**config.mk**
```make
export PLATFORM = sky130hd
export DESIGN_NAME = fetch_unit
export DESIGN_NICKNAME = d
export VERILOG_FILES = /design/src/rtl/fetch_unit.sv
export SDC_FILE = /design/constraint.sdc
export NUM_CORES = 1
export LEC_CHECK = 0
export ABC_AREA = 1
export BUFFER_PORTS_ARGS = -buffer_cell sky130_fd_sc_hd__buf_4
export CORE_MARGIN = 2
export CORE_UTILIZATION = 34
export DETAILED_ROUTE_END_ITERATION = 12
export GPL_ROUTABILITY_DRIVEN = 0
export HOLD_SLACK_MARGIN = 0.15
export SYNTH_ARGS = -nofsm -noshare
export SYNTH_HDL_FRONTEND = slang
export SYNTH_SLANG_ARGS = --single-unit
```
**constraint.sdc**
```tcl
create_clock -name clk -period 2.5 [get_ports clk]
set_input_delay 0.5 -clock clk [delete_from_list [all_inputs] [get_ports clk]]
set_output_delay 0.5 -clock clk [all_outputs]
set_load 0.03 [all_outputs]
```
**src/rtl/fetch_unit.sv**
```systemverilog
// Generic FIFO with synchronous flush, used for both the tag queue and the instruction buffer.
// Latency: a pushed word reaches popDat on the cycle after the push.
// Backpressure: none inside; the caller never pushes when full and never pops when empty.
module fetch_fifo #(
  parameter int WIDTH = 32,
  parameter int DEPTH = 4
) (
  input  logic                   clk,
  input  logic                   rst,
  input  logic                   flush,
  input  logic                   push,
  input  logic [WIDTH-1:0]       pushDat,
  input  logic                   pop,
  output logic [WIDTH-1:0]       popDat,
  output logic [$clog2(DEPTH):0] count
);
  localparam int AW = $clog2(DEPTH);
  localparam int CW = AW + 1;

  logic [WIDTH-1:0] mem [DEPTH];
  logic [AW-1:0]    wrPtr;
  logic [AW-1:0]    rdPtr;

  always_ff @(posedge clk or negedge rst) begin
    if (!rst) begin
      for (int i = 0; i < DEPTH; i++) mem[i] <= '0;
      wrPtr <= '0;
      rdPtr <= '0;
      count <= '0;
    end else if (flush) begin
      wrPtr <= '0;
      rdPtr <= '0;
      count <= '0;
    end else begin
      if (push) begin
        mem[wrPtr] <= pushDat;
        wrPtr      <= wrPtr + AW'(1);
      end
      if (pop) rdPtr <= rdPtr + AW'(1);
      count <= count + CW'(push) - CW'(pop);
    end
  end

  assign popDat = mem[rdPtr];
endmodule

// Sequential instruction fetcher feeding the core from a variable-latency memory.
// Latency: memory latency plus one cycle from response to instr_valid; no bypass.
// Backpressure: requests stop once buffered plus outstanding words reach DEPTH.
module fetch_unit #(
  parameter int          DEPTH    = 4,
  parameter logic [31:0] RESET_PC = 32'h0
) (
  input  logic        clk,
  input  logic        rst,
  output logic        mem_req,
  output logic [31:0] mem_addr,
  input  logic        mem_gnt,
  input  logic        mem_rvalid,
  input  logic [31:0] mem_rdata,
  output logic        instr_valid,
  output logic [31:0] instr,
  output logic [31:0] instr_pc,
  input  logic        instr_ready,
  input  logic        redirect,
  input  logic [31:0] redirect_pc
);
  localparam int CW = $clog2(DEPTH) + 1;
  localparam int SW = CW + 1;

  typedef enum logic {RUN, DRAIN} state_t;

  state_t        state;
  state_t        stateNxt;
  logic [31:0]   fetchPc;
  logic          running;
  logic [CW-1:0] discard;
  logic [CW-1:0] discardNxt;
  logic [CW-1:0] count;
  logic [CW-1:0] outstanding;
  logic [CW-1:0] inflightNxt;
  logic          issue;
  logic          push;
  logic          pop;
  logic [31:0]   tagPc;
  logic [63:0]   headDat;

  assign issue       = mem_req & mem_gnt;
  assign pop         = instr_valid & instr_ready;
  assign push        = mem_rvalid & (state == RUN) & ~redirect;
  assign inflightNxt = outstanding + CW'(issue) - CW'(mem_rvalid);

  assign mem_req     = running & ((SW'(count) + SW'(outstanding)) < SW'(DEPTH));
  assign mem_addr    = fetchPc;
  assign instr_valid = (count != '0);
  assign instr       = headDat[63:32];
  assign instr_pc    = headDat[31:0];

  // Tag queue is never flushed: it stays aligned with every in-flight response, dropped or not.
  fetch_fifo #(.WIDTH(32), .DEPTH(DEPTH)) tagQ (
    .clk     (clk),
    .rst     (rst),
    .flush   (1'b0),
    .push    (issue),
    .pushDat (fetchPc),
    .pop     (mem_rvalid),
    .popDat  (tagPc),
    .count   (outstanding)
  );

  fetch_fifo #(.WIDTH(64), .DEPTH(DEPTH)) instrQ (
    .clk     (clk),
    .rst     (rst),
    .flush   (redirect),
    .push    (push),
    .pushDat ({mem_rdata, tagPc}),
    .pop     (pop),
    .popDat  (headDat),
    .count   (count)
  );

  always_ff @(posedge clk or negedge rst) begin
    if (!rst) begin
      fetchPc <= RESET_PC;
      running <= 1'b0;
      state   <= RUN;
      discard <= '0;
    end else begin
      running <= 1'b1;
      state   <= stateNxt;
      discard <= discardNxt;
      if (redirect)   fetchPc <= {redirect_pc[31:2], 2'b00};
      else if (issue) fetchPc <= fetchPc + 32'd4;
    end
  end

  // A redirect re-derives the drop count from scratch, so back-to-back redirects never double count.
  always_comb begin
    stateNxt   = state;
    discardNxt = discard;
    if (redirect) begin
      discardNxt = inflightNxt;
      stateNxt   = (inflightNxt != '0) ? DRAIN : RUN;
    end else if (state == DRAIN && mem_rvalid) begin
      discardNxt = discard - CW'(1);
      if (discard == CW'(1)) stateNxt = RUN;
    end
  end

  assert property (@(posedge clk) disable iff (!rst) mem_rvalid |-> (outstanding != '0));
endmodule

```
After elaboration in Yosys (flattened, before gate mapping)
Index checks and enable logic that the tools add are counted.
- $add $sub $neg: 11
- order comparisons: 7
- equality and inequality tests: 1
- multiplexer cells: 25
- bitwise operators: 11
- reductions and logical operators: 12
- operators by type and width (cell ; count):
    256-bit bitwise mux ; 1
    64-bit two-way mux ; 3
    32-bit two-way mux ; 5
    64-bit binary-select mux with 2-bit select ; 1
    128-bit bitwise mux ; 1
    64-bit demux with 2-bit select ; 1
    32-bit binary-select mux with 2-bit select ; 1
    32-bit demux with 2-bit select ; 1
    32-bit by 3-bit adder with 32-bit output (second input constant) ; 1
    3-bit greater-or-equal comparator (second input constant) ; 4
    2-bit inverter with 3-bit output ; 4
    2-bit nonzero test ; 5
    3-bit two-way mux ; 3
    2-bit by 1-bit adder with 2-bit output (second input constant) ; 4
    2-bit two-way mux ; 4
    3-bit by 1-bit adder with 3-bit output ; 2
    3-bit by 1-bit < comparator with 1-bit output (second input constant) ; 2
    3-bit nonzero test ; 2
    3-bit by 1-bit subtractor with 3-bit output ; 2
    1-bit AND ; 5
    3-bit by 3-bit adder with 4-bit output ; 1
    4-bit by 3-bit < comparator with 1-bit output (second input constant) ; 1
    1-bit two-way mux ; 4
    2-bit AND reduction ; 2
    4 further kinds ; 7
- register bits: 435
- input port bits: 70
- output and inout port bits: 98
- logic and storage cells: 85

Depth between registers and ports, before layout
- depth after elaboration: 9
- mapped depth: 13
- mapped depth without buffers: 12

Cells and area by module
A second synthesis with hierarchy kept.
- cell total of the unflattened synthesis: 2577
- area, all modules: 21100.2 um2
- by module, submodules not included (module ; times used ; cells each ; area an instance (um2) ; seq. area each (um2)):
    fetch_fifo (instrQ) ; 1 ; 1427 ; 11940.2 ; 6581.3
    fetch_fifo (tagQ) ; 1 ; 734 ; 6439.9 ; 3378.2
    fetch_unit ; 1 ; 416 ; 2720.1 ; 875.8

Worst setup path after synthesis
No wires, ideal clock.
- kind: flip-flop to flip-flop
- from: reg instrQ.count[1]
- to: reg discard[2]
- library setup time: 0.077 ns
- arrival time: 2.355 ns
- required time: 2.423 ns
- slack: 0.067 ns
- cell stages (with the launch flop): 12
- buffers on the path: 1
- clock period less this slack: 2.433 ns
- path through: dfrtp_1 ha_1 nand3_1 nand3_4 buf_2 inv_1 ha_1 fa_1 xnor2_1 xor2_1 nand2_1 a21oi_1
- longest elaborated chain between the ends: 7
- ends and longest elaborated chain (what ; RTL line ; RTL):
    from (decl) ; 15 ; output logic [$clog2(DEPTH):0] count
    from (signal assigned) ; 40 ; count <= count + CW'(push) - CW'(pop);
    3-bit by 3-bit adder with 4-bit output ; 93 ; assign mem_req = running & ((SW'(count) + SW'(outstanding)) < SW'(DEPTH));
    4-bit by 3-bit < comparator with 1-bit output ; 93 ;
    1-bit AND ; 93 ;
    1-bit AND ; 88 ; assign issue = mem_req & mem_gnt;
    net issue ; 82 ; logic issue;
    3-bit by 1-bit adder with 3-bit output ; 91 ; assign inflightNxt = outstanding + CW'(issue) - CW'(mem_rvalid);
    3-bit by 1-bit subtractor with 3-bit output ; 91 ;
    net inflightNxt[2] ; 81 ; logic [CW-1:0] inflightNxt;
    3-bit two-way mux ; 141 ; if (redirect) begin
    to (signal assigned) ; 131 ; discard <= discardNxt;
    to (decl) ; 77 ; logic [CW-1:0] discard;
The timed path passes the listed nets, and every way through them passes these cells.
A chain may end at the register's enable or synchronous reset.

Final worst setup path
- from: reg instrQ.rdPtr[0]
- to: out instr[31]
- longest elaborated chain between the ends: 4
- ends and longest elaborated chain (what ; RTL line ; RTL):
    from (decl) ; 22 ; logic [AW-1:0] rdPtr;
    from (signal assigned) ; 39 ; if (pop) rdPtr <= rdPtr + AW'(1);
    2-bit inverter with 3-bit output (implied by the code) ; 44 ; assign popDat = mem[rdPtr];
    64-bit binary-select mux with 2-bit select ; 44 ;
    64-bit two-way mux (implied by the code) (2 in a row) ; 44 ;
    to (decl) ; 62 ; output logic [31:0] instr,
Every way passes these cells. The select of a mux whose other input is x is not followed.

==> impl_metrics.toml <==
[cts]
cts_tree = "yes"
cts_buffers = 46
cts.clk_slew.worst_paths_ps = 60
worstSkewPairLatency_ps = 580
root_buffer = "clkbuf_16"
cts_max_level = 2
cts.path.max_buffers = 3
cts_sinks = 417

[place]
place_inst = 3240
numPortBuffers = 161
dp_hpwl_mm = 34.54

[detailed_routing]
firstDrtPassIters = 5
drc = 0
vias = 17065
first_iter_violations = 1490
viasPerCell = 5.038
wl_mm = 58.95
antenna_left = 0
wl_per_cell_um = 17.40

[critical_path]
cp.arrival_ps = 1990
path_max_fanout = 10
cp_cell_sequence = "buf_12 > clkinv_8 > clkbuf_16 > nor2_1 > o22ai_1 > buf_4"
path_delay_family = "buffers and inverters"
reg2reg_from = "instrQ.count[1]$_DFF_PN0_"
path_class = "register to primary output"
cp-start-kind = "register"
timing.critical_path.from = "instrQ.rdPtr[0]$_DFFE_PN0P_"
path_depth = 6
worstPathRequired_ps = 2000
critPathBufInv = 4
cp-end-kind = "primary output"
worst-r2r-cell-count = 10
critPathSlowestCell = "dfrtp_4"
critPathMaxStageDelay_ps = 490

[finish]
antenna_cells = 0
area_growth_syn_to_layout_pct = 24.59
final_common_cell = "nand2_1"
final_cell_mix = "nand2_1, dfrtp_1, o21ai_0"
layout.nets = 2686
final_util_pct = 43.05
fillers = 5576
final_cells = 3387
drive_gt1_share_pct = 13.61

[global_routing]
grt_pass1_vias = 16503
grt_pass1_wl_mm = 91.93
grt_usage_pct = 19.34
grt_max_degree = 84
overflow = 0
antenna_found_initial = 0

[logic_synthesis]
ys.flop_type = "dfrtp_1"
ys_ff_latch = 417
synth_area_sq_um = 19560
syn_inst = 2428
synth_edf_count = 0
yosysSeqAreaShare_pct = 53.35
yosysTopAreaCellShare_pct = 53.35
yosys_warnings = 0
avgSynthCellArea_sq_um = 8.056
ys_types = 34
synthTopCellsByArea = "dfrtp_1, nand2_1, o21ai_0, nor2_1, inv_1"
yosysTopAreaCell = "dfrtp_1"
synth-async-reset-ratio_pct = 100.0

[timing]
fin_crit_sh_pct = 99.74
finalSetupViolations = 0
max_freq_mhz = 401.0
tightestPinTransition_ps = 623.8
rsz0062_at_grt = "true"
worst_clock_skew_ps = 14.67
relSlewSlack_pct = 58.41
final-max-slew-violation-count = 0
hold_viol_final = 0
post-route-min-period_ps = 2494

[power]
irDropWorstVdd_mv = 0.4864
p_per_area_nw_per_um2 = 1200
power.leakage_nw = 11.97

[run_status]
status = "completed"

[floorplanning]
initial_core_util_pct = 34.55
fp.dieH_um = 243.8
die_area_sq_um = 59460
rows = 87
io_pins = 168
dieWidth_um = 243.8
core_sq_um = 56600

[flow_run]
drv_cap = 0

[min_path]
hp-start = "redirect_pc[2]"
hold_class = "input port to register"
hold-path-cell-count = 3
per-layer routing:
layer	GRT usage [%]	part of all wire [%]	vias up
met2	31.23	46	563
met3	3.128	6.5	97
li1	-	-	8143
met5	0	0	-
met4	5.506	2.3	0
met1	26.78	45	8262
synthesized netlist by cell type (8+ instances only):
library cell,n
buf_2,81
o21ai_0,334
inv_1,126
buf_4,10
buf_6,16
nor2_1,171
nand2_1,849
ha_1,17
nand3_1,64
a21oi_1,63
o21a_1,37
xor2_1,8
clkbuf_1,54
dfrtp_1,417
o22ai_1,62
nand2_2,8
o21ai_1,69
report_power, final:
group          switching (mW)  internal [mW]
Clock                    2.79           4.30
Sequential               1.39           8.91
Combinational            7.54           4.33
Total                    11.7           17.5
kinds of logic (layout without fill, tap and decap cells):
kind of cell	count (synthesis)	after routing	share of synthesized area, %
buffers and inverters	299	499	7.069
DFF	417	417	53.35
AOI/OAI and AO/OA	573	573	15.64
and+or+nand+nor	1105	1105	22.03
other	2	5	0.03840
adders and majority gates	19	19	1.292
xor gates and xnor gates	13	13	0.5821
through the flow:
stage	setup WS [ps]	hold slack [ps]	area, sq um	setup TNS [ps]	power, mW
after global routing	-34.20	184.2	24370	-201.5	31.12
after floorplan	67.31	204.4	19570	0	17.06
after detailed placement	122.9	440.6	21680	0	21.23
after CTS	-51.90	155.8	24160	-407.5	29.13
final	6.492	186.0	24370	0	29.25
after global placement	162.8	448.0	21680	0	20.92
cell type report:
type                    count  area [sq um]  area share, %
flip-flops and latches    417         10440          42.85
inverters                 135         541.8          2.223
clock inverters            10         131.4         0.5391
repair inverters            1         16.27        0.06675
multi-input cells        1715          7888          32.37
clock buffers              72          1460          5.992
repair buffers            281          2943          12.08
well taps                 756         945.9          3.882
worst reg2reg max path, cell delays in order (launching register included):
cell,delay [ps]
dfrtp_2,450
ha_1,310
nand3_2,100
nand3_4,120
inv_1,70
ha_1,210
fa_1,410
xnor2_2,180
xor2_1,200
nand2_1,90
a21oi_1,140
repair_timing:
action / 4_1_cts / 5_1_grt
hold endpoints to repair: 185 / 0
gates resized for setup: 43 / 32
hold buffers: 48 / 0
pin swaps: 11 / 9
setup buffers: 2 / 0
gates cloned: 7 / 8
endpoints found under the setup margin: 58 / 50
state kept, by name, summed over array words and instances, names as in the netlist:
name / count
instrQ.mem: 248
tagQ.mem: 120
mem_addr: 30
discard: 3
instrQ.count: 3
tagQ.count: 3
instrQ.rdPtr: 2
instrQ.wrPtr: 2
tagQ.rdPtr: 2
tagQ.wrPtr: 2
running: 1
state: 1
path summary, 6_finish.rpt:
| check | slack, ps | to |
|---|---|---|
| setup / recovery | 6 | instr[31] |
| hold / removal | 190 | mem_addr[2]$_DFFE_PN0N_ |
| setup reg to reg | 140 | discard[2]$_DFFE_PN0P_ |
| hold reg to reg | 470 | instrQ.mem[185]$_DFFE_PN0P_ |
| max in group asynchronous | 1230 | tagQ.mem[127]$_DFFE_PN0P_ |
| min in group asynchronous | 430 | instrQ.mem[46]$_DFFE_PN0P_ |
(Power assumes the default switching activity.)
